===== config.mk =====
export PLATFORM = sky130hd
export DESIGN_NAME = mmu_arbiter
export DESIGN_NICKNAME = d
export VERILOG_FILES = /design/src/rtl/mmu_arbiter.sv
export SDC_FILE = /design/constraint.sdc
export NUM_CORES = 1
export LEC_CHECK = 0
export BUFFER_PORTS_ARGS = -buffer_cell sky130_fd_sc_hd__buf_2
export CORE_UTILIZATION = 45
export DETAILED_ROUTE_END_ITERATION = 12
export MAX_ROUTING_LAYER = met4
export PLACE_DENSITY = 0.78
export SETUP_SLACK_MARGIN = 0.4
export SYNTH_ARGS = -nofsm -noshare
export SYNTH_HDL_FRONTEND = slang
export SYNTH_SLANG_ARGS = --single-unit

===== constraint.sdc =====
create_clock -name i_clk -period 2.5 [get_ports i_clk]
set_clock_uncertainty 0.15 [all_clocks]
set_input_delay 0.5 -clock i_clk [delete_from_list [all_inputs] [get_ports i_clk]]
set_output_delay 0.5 -clock i_clk [all_outputs]
set_load 0.01 [all_outputs]

===== src/rtl/mmu_arbiter.sv =====
// Round-robin arbiter sharing one mmu command port between instruction fetch (port 0)
// and data load/store (port 1), with a post-reset drain period and a hung-mmu timeout.
module mmu_arbiter #(
    parameter int unsigned TIMEOUT     = 64,
    parameter int unsigned DRAIN       = 8,
    parameter logic [3:0]  ERR_TIMEOUT = 4'hF
) (
    input  logic        i_clk,
    input  logic        i_reset,
    input  logic        i_p0_req,
    input  logic [3:0]  i_p0_cmd,
    input  logic [31:0] i_p0_vaddr,
    input  logic [31:0] i_p0_data,
    input  logic [1:0]  i_p0_size,
    input  logic        i_p0_user,
    output logic        o_p0_done,
    output logic [31:0] o_p0_data,
    output logic [3:0]  o_p0_error,
    input  logic        i_p1_req,
    input  logic [3:0]  i_p1_cmd,
    input  logic [31:0] i_p1_vaddr,
    input  logic [31:0] i_p1_data,
    input  logic [1:0]  i_p1_size,
    input  logic        i_p1_user,
    output logic        o_p1_done,
    output logic [31:0] o_p1_data,
    output logic [3:0]  o_p1_error,
    output logic [31:0] o_m_vaddr,
    output logic [31:0] o_m_data,
    output logic [1:0]  o_m_size,
    output logic [3:0]  o_m_cmd,
    output logic        o_m_user,
    output logic        o_m_valid,
    input  logic [31:0] i_m_data,
    input  logic        i_m_valid,
    input  logic [3:0]  i_m_error,
    output logic        o_hung
);

    localparam logic [15:0] TO_LAST    = 16'(TIMEOUT - 1);
    localparam logic [15:0] DRAIN_LAST = 16'(DRAIN - 1);

    typedef enum logic [2:0] {
        ST_DRAIN = 3'd0,
        ST_IDLE  = 3'd1,
        ST_ISSUE = 3'd2,
        ST_WAIT  = 3'd3,
        ST_DONE  = 3'd4
    } state_t;

    state_t      r_state, w_state;
    logic [15:0] r_drain_cnt, w_drain_cnt;
    logic [15:0] r_to_cnt, w_to_cnt;
    logic        r_owner, w_owner;
    logic        r_last, w_last;
    logic        w_gnt, w_any_req, w_hung;
    logic        w_fin;
    logic [31:0] w_fin_data;
    logic [3:0]  w_fin_err;
    logic [3:0]  w_m_cmd;
    logic [31:0] w_m_vaddr, w_m_data;
    logic [1:0]  w_m_size;
    logic        w_m_user, w_m_valid;
    logic        w_p0_done, w_p1_done;
    logic [31:0] w_p0_data, w_p1_data;
    logic [3:0]  w_p0_error, w_p1_error;

    // Round-robin choice: on a tie the port not served last wins.
    always_comb begin
        w_any_req = i_p0_req | i_p1_req;
        if (i_p0_req && i_p1_req) begin
            w_gnt = ~r_last;
        end else if (i_p1_req) begin
            w_gnt = 1'b1;
        end else begin
            w_gnt = 1'b0;
        end
    end

    // Next-state and next-output logic for the transaction sequencer.
    always_comb begin
        w_state     = r_state;
        w_drain_cnt = r_drain_cnt;
        w_to_cnt    = r_to_cnt;
        w_owner     = r_owner;
        w_last      = r_last;
        w_hung      = o_hung;
        w_m_cmd     = o_m_cmd;
        w_m_vaddr   = o_m_vaddr;
        w_m_data    = o_m_data;
        w_m_size    = o_m_size;
        w_m_user    = o_m_user;
        w_m_valid   = 1'b0;
        w_fin       = 1'b0;
        w_fin_data  = 32'h0000_0000;
        w_fin_err   = 4'h0;
        case (r_state)
            ST_DRAIN: begin
                if (r_drain_cnt == DRAIN_LAST) begin
                    w_state     = ST_IDLE;
                    w_drain_cnt = 16'd0;
                end else begin
                    w_drain_cnt = r_drain_cnt + 16'd1;
                end
            end
            ST_IDLE: begin
                if (o_hung) begin
                    w_state = ST_IDLE;
                end else if (w_any_req) begin
                    w_owner   = w_gnt;
                    w_last    = w_gnt;
                    w_m_cmd   = w_gnt ? i_p1_cmd   : i_p0_cmd;
                    w_m_vaddr = w_gnt ? i_p1_vaddr : i_p0_vaddr;
                    w_m_data  = w_gnt ? i_p1_data  : i_p0_data;
                    w_m_size  = w_gnt ? i_p1_size  : i_p0_size;
                    w_m_user  = w_gnt ? i_p1_user  : i_p0_user;
                    w_m_valid = 1'b1;
                    w_state   = ST_ISSUE;
                end else begin
                    w_state = ST_IDLE;
                end
            end
            ST_ISSUE: begin
                w_to_cnt = 16'd0;
                w_state  = ST_WAIT;
            end
            ST_WAIT: begin
                if (i_m_valid) begin
                    w_fin      = 1'b1;
                    w_fin_data = i_m_data;
                    w_fin_err  = i_m_error;
                    w_state    = ST_DONE;
                end else if (r_to_cnt == TO_LAST) begin
                    // The mmu never answered: abort and lock out further grants.
                    w_fin      = 1'b1;
                    w_fin_data = 32'h0000_0000;
                    w_fin_err  = ERR_TIMEOUT;
                    w_hung     = 1'b1;
                    w_state    = ST_DONE;
                end else begin
                    w_to_cnt = r_to_cnt + 16'd1;
                end
            end
            ST_DONE: begin
                w_state = ST_IDLE;
            end
            default: begin
                w_state = ST_DRAIN;
            end
        endcase
        w_p0_done  = w_fin & ~r_owner;
        w_p1_done  = w_fin & r_owner;
        w_p0_data  = (w_fin && !r_owner) ? w_fin_data : o_p0_data;
        w_p0_error = (w_fin && !r_owner) ? w_fin_err  : o_p0_error;
        w_p1_data  = (w_fin && r_owner)  ? w_fin_data : o_p1_data;
        w_p1_error = (w_fin && r_owner)  ? w_fin_err  : o_p1_error;
    end

    // Sequencer state, counters and arbitration history.
    always_ff @(posedge i_clk) begin
        if (i_reset) begin
            r_state     <= ST_DRAIN;
            r_drain_cnt <= 16'd0;
            r_to_cnt    <= 16'd0;
            r_owner     <= 1'b0;
            r_last      <= 1'b1;
        end else begin
            r_state     <= w_state;
            r_drain_cnt <= w_drain_cnt;
            r_to_cnt    <= w_to_cnt;
            r_owner     <= w_owner;
            r_last      <= w_last;
        end
    end

    // Registered outputs toward the mmu and both requesters.
    always_ff @(posedge i_clk) begin
        if (i_reset) begin
            o_m_cmd    <= 4'h0;
            o_m_vaddr  <= 32'h0000_0000;
            o_m_data   <= 32'h0000_0000;
            o_m_size   <= 2'b00;
            o_m_user   <= 1'b0;
            o_m_valid  <= 1'b0;
            o_p0_done  <= 1'b0;
            o_p0_data  <= 32'h0000_0000;
            o_p0_error <= 4'h0;
            o_p1_done  <= 1'b0;
            o_p1_data  <= 32'h0000_0000;
            o_p1_error <= 4'h0;
            o_hung     <= 1'b0;
        end else begin
            o_m_cmd    <= w_m_cmd;
            o_m_vaddr  <= w_m_vaddr;
            o_m_data   <= w_m_data;
            o_m_size   <= w_m_size;
            o_m_user   <= w_m_user;
            o_m_valid  <= w_m_valid;
            o_p0_done  <= w_p0_done;
            o_p0_data  <= w_p0_data;
            o_p0_error <= w_p0_error;
            o_p1_done  <= w_p1_done;
            o_p1_data  <= w_p1_data;
            o_p1_error <= w_p1_error;
            o_hung     <= w_hung;
        end
    end

endmodule


### Yosys cells after proc, flatten, opt, wreduce, memory -nomap -nowiden

Cells that the tools add are included.

* add/subtract/negate cells: 2
* eq/ne operators: 10
* mux-type cells: 26
* bitwise gates (word level): 8
* reduce and logical (&&, ||, !) cells: 11

Operators with widths (number)
* 2-to-1 mux 32 bit: 4
* 2-to-1 mux 16 bit: 3
* adder 16 x 1 -> 16 bit, second input constant: 2
* case mux 16 bit (2 select lines): 1
* == test 16 x 3 -> 1 bit, second input constant: 1
* == test 16 x 6 -> 1 bit, second input constant: 1
* 2-to-1 mux 4 bit: 4
* case mux 3 bit (5 select lines): 1
* 2-to-1 mux 3 bit: 3
* AND reduction 3 bit: 3
* 2-to-1 mux 1 bit: 7
* == test 3 x 2 -> 1 bit, second input constant: 2
* 2-to-1 mux 2 bit: 3
* inequality test 2 bit, second input constant: 3
* NOT 1 bit: 5
* == test 3 x 1 -> 1 bit, second input constant: 1
* == test 3 bit, second input constant: 1
* logical AND 1 bit: 3
* zero test 3 bit: 1
* inequality test 3 bit, second input constant: 1
* OR reduction 3 bit: 1
* bitwise AND 1 bit: 2
* AND reduction 2 bit: 1
* nonzero test 2 bit: 1
* 2 further kinds: 2

* register bits after elaboration: 184
* bits of input ports: 183

### Depth between registers and ports, before layout

* depth in word-level cells: 5
* depth in mapped cells: 8
* gate-level depth less buffers: 6

### Worst setup path after synthesis

Ideal clock, no wire load.

* path type: in2reg
* start point: input port i_m_valid
* end point: register r_to_cnt[11]
* library setup time: 116 ps
* arrival: 1767 ps
* path slack: 468 ps
* stages on the path: 7
* buffers on the path: 2
* path through: buf_2 or3b_1 a41oi_2 or2_1 buf_4 a21oi_1 a31o_1

* longest elaborated chain between the ends: 2

RTL lines
* start, declared: line 35 `input logic i_m_valid,`
* inequality test 2 bit (no source line)
* AND reduction 3 bit (no source line)
* end signal, assigned: line 170 `r_to_cnt <= w_to_cnt;`
* end, declared: line 53 `logic [15:0] r_to_cnt, w_to_cnt;`

No other way between the ends.
A chain may end at the register's enable or synchronous reset.

### Worst setup path after layout

* start point: register r_to_cnt[0]
* end point: register o_p0_data[15]

* longest elaborated chain between the ends: 5

RTL lines
* == test 16 x 6 -> 1 bit: line 133 `end else if (r_to_cnt == TO_LAST) begin`
* 2-to-1 mux 1 bit: line 133
* 2-to-1 mux 1 bit: line 128 `if (i_m_valid) begin`
* 2-to-1 mux 1 bit: line 97 `case (r_state)`
* logical AND 1 bit: line 153 `w_p0_data = (w_fin && !r_owner) ? w_fin_data : o_p0_data;`
* end signal, assigned: line 200 `o_p0_data <= w_p0_data;`
* end, declared: line 17 `output logic [31:0] o_p0_data,`

No other way between the ends.

==> results.sh <==
export IMPL_status="complete, no violations"
export IMPL_crit_fanout=17
export IMPL_grtUsageTotal_pct=25.49
export IMPL_grt_max_degree=94
export IMPL_routed_wl_um=22260
export IMPL_p_leak_nw=4.382
export IMPL_worstSetupStartpointType="flop"
export IMPL_end_kind="flop"
export IMPL_drv_cap=0
export IMPL_powerDensity_nw_per_um2=599.4
export IMPL_layout_drive_gt1_share_pct=37.19
export IMPL_timing_final_crit_share_pct=81.72
export IMPL_num_vias=7161
export IMPL_wl_per_cell_um=16.48
export IMPL_required_ns=2.64
export IMPL_yosysSeqAreaShare_pct=49.20
export IMPL_synthMuxAreaShare_pct=9.626
export IMPL_crit_type="reg -> reg"
export IMPL_synth_area_top_cells="dfxtp_1 49%, mux2i_1 9.6%, nor2_1 8.3%, a211oi_1 7.3%, a22oi_1 6.5%"
export IMPL_die_h_um=131.0
export IMPL_ys_async_sr_fraction_pct=0
export IMPL_yosys_area_share_simple_pct=15.63
export IMPL_core_um2=16060
export IMPL_cts_hold_fix_buffers=0
export IMPL_portBuffers=329
export IMPL_cts_made_buffers=17
export IMPL_ant_nets=0
export IMPL_vias_per_cell=5.301
export IMPL_synth_top_flop_cell="dfxtp_1"
export IMPL_finalSetupViolations=0
export IMPL_synth_fa_ha_area_share_pct=0.3342
export IMPL_tritoncts="done"
export IMPL_synthTopCellsByCount="184 x dfxtp_1, 165 x nor2_1, 73 x a211oi_1, 72 x mux2i_1, 65 x a22oi_1"
export IMPL_slew_headroom_pct=67.53
export IMPL_grt_setup_unrepaired="true"
export IMPL_fmax_mhz=489.5
export IMPL_synth_most_common_cell="dfxtp_1"
export IMPL_finalMaxSlewViolations=0
export IMPL_row_count=46
export IMPL_synth_top_area_share_pct=49.20
export IMPL_clock_path_buffers=2
export IMPL_io_pins=330
export IMPL_synth_avg_cell_area_um2=9.359
export IMPL_gp_congestion=0.8624
export IMPL_cts_sinks=184
export IMPL_synth_top_family_by_area="compound AO/OA/AOI/OAI gates"
export IMPL_ys_ff_latch=184
export IMPL_cts_htree_levels=4
export IMPL_min_path_type="in -> reg"
export IMPL_fillers=1358
export IMPL_syn_num_nets=985
export IMPL_synth_cells=800
export IMPL_synth_area_um2=7487
export IMPL_drt_iter0_drc=375
export IMPL_clk_pin_slew_worst_paths_ns=0.08
export IMPL_start_util_pct=46.63
export IMPL_crit_path_top_delay_cell="dfxtp_4"
export IMPL_grt_pass1_wl_um=32490
export IMPL_cpPeakStageDelay_ns=0.38
export IMPL_vdd_drop_max_v=0.0004592
export IMPL_antenna_found_initial=4
export IMPL_die_area_um2=17160
export IMPL_area_growth_pct=36.56
export IMPL_dp_hpwl_um=15680
export IMPL_yosysTopAreaCell="dfxtp_1"
export IMPL_worst_ep_arrival_time_ns=2.19
export IMPL_synth_xor_area_share_pct=1.521
export IMPL_grt_overflow=0
export IMPL_dp_slack_ns=-0.03985
export IMPL_cpMostUsedCell="and4_4"
export IMPL_tightest_slew_ns=0.4864
export IMPL_yosysUniqueCellTypes=50
export IMPL_hold_viol=0
export IMPL_final_nets=1304
export IMPL_final_setup_worst_slack_ns=0.4570
export IMPL_root_buffer="clkbuf_16"
export IMPL_grt_pass1_vias=6430
export IMPL_firstDrtPassIters=5
export IMPL_die_x_um=131.0
export IMPL_path_cells="ha_2, and4_4, and4_4, o211ai_4, buf_12, a22oi_2, nor2_1"
export IMPL_timing_hold_ws_ns=0.1655
export IMPL_clk_latency_ns=0.42
export IMPL_drc=0
export IMPL_synth_compound_area_share_pct=19.32
export IMPL_yosysWarnings=0
export IMPL_synth_enable_flop_cells=0
export IMPL_min_period_ns=2.043
-- cell families after synthesis --
family                     count (synthesis)
DFF                                      184
xor gates and xnor gates                  13
and+or+nand+nor                          259
adders and majority gates                  2
buffers and inverters                     75
muxes                                     72
AOI/OAI and AO/OA                        195
-- through the flow --
stage | instance area [um^2] | std cells | total power [mW] | TNS, ns | util (%)
floorplan | 7487 | 800 | 3.207 | 0 | -
global route | 10220 | 1351 | 6.345 | 0 | 63.67
finish | 10220 | 1351 | 6.129 | 0 | 63.67
CTS | 10090 | 1343 | 6.177 | 0 | 62.83
global placement | 9350 | 1304 | 3.416 | 0 | 58.23
detailed placement | 9350 | 1304 | 3.422 | -0.4988 | 58.23
-- layout make-up --
type                    instances  area (um^2)  area share, %
diodes                          3        7.507        0.07342
clock buffers                  17        425.4          4.161
clock inverters                15        202.7          1.982
inverters                      14        52.55         0.5140
multi-input cells             544         3632          35.52
flip-flops and latches        184         3692          36.11
well taps                     216        270.3          2.643
repair buffers                358         1942          18.99
-- worst paths after layout --
check / to / cells past startpoint / from / slack (ns)
worst max-delay path: o_p0_data[15] / 7 / r_to_cnt[0] / 0.46
worst min-delay path: o_p0_data[8] / 3 / i_m_data[8] / 0.17
worst max register to register: o_p0_data[15] / 7 / r_to_cnt[0] / 0.46
worst min register to register: o_p1_error[1] / 2 / o_p1_error[1] / 0.32
-- layer usage --
layer  wire length (um)  vias to the layer above  global-route usage (%)
met3               1504                       53                   6.515
met5                  0                        -                       -
li1                   -                     3564                       -
met2              10850                      325                   41.46
met1               9135                     3219                   29.11
met4                769                        0                   12.64
-- critical path: cells and delay by family, from the launching register on --
kind                     cells  cell delay, ns
adder cells (fa/ha/maj)      1            0.20
buffers and inverters        1            0.18
AND/OR/NAND/NOR              3            0.68
flip-flops                   1            0.38
AO/OA/AOI/OAI                2            0.32
-- where the power goes --
part           internal [mW]  switching (mW)  leakage, nW  total, mW
Sequential              2.94          0.0122         1.48       2.95
Combinational          0.199           0.203         2.60      0.402
Clock                   1.46            1.32        0.302       2.77
-- what timing repair did --
item,in CTS,in global routing
hold endpoints to repair,0,0
setup buffers,5,4
resized for setup,6,17
setup endpoints to repair,78,84
pin swaps,4,3
cloned,2,1
-- flip-flops by register name (all words and copies together) (netlist names) --
register / count
o_p1_error: 4
o_p1_done: 1
r_to_cnt: 16
r_owner: 1
o_m_vaddr: 32
r_last: 1
o_p0_done: 1
o_m_data: 32
o_m_user: 1
o_p1_data: 32
o_m_size: 2
r_state: 3
o_p0_error: 4
o_m_cmd: 4
o_p0_data: 32
o_m_valid: 1
o_hung: 1
r_drain_cnt: 16
-- placed cells by master (no fill, tap or decap), types with 6 or more instances in the layout --
| cell | count |
|---|---|
| buf_12 | 6 |
| xnor2_1 | 8 |
| a22oi_1 | 64 |
| o21ai_0 | 9 |
| nand2_1 | 23 |
| a21oi_1 | 20 |
| buf_4 | 24 |
| or3_1 | 6 |
| dfxtp_1 | 181 |
| mux2i_1 | 72 |
| buf_2 | 328 |
| a211oi_1 | 73 |
| a221oi_1 | 6 |
| clkbuf_16 | 17 |
| nor3_1 | 12 |
| nand3_1 | 11 |
| nor2_1 | 164 |
| clkinv_8 | 6 |
| inv_1 | 14 |
Power figures use the tool's default switching activity.
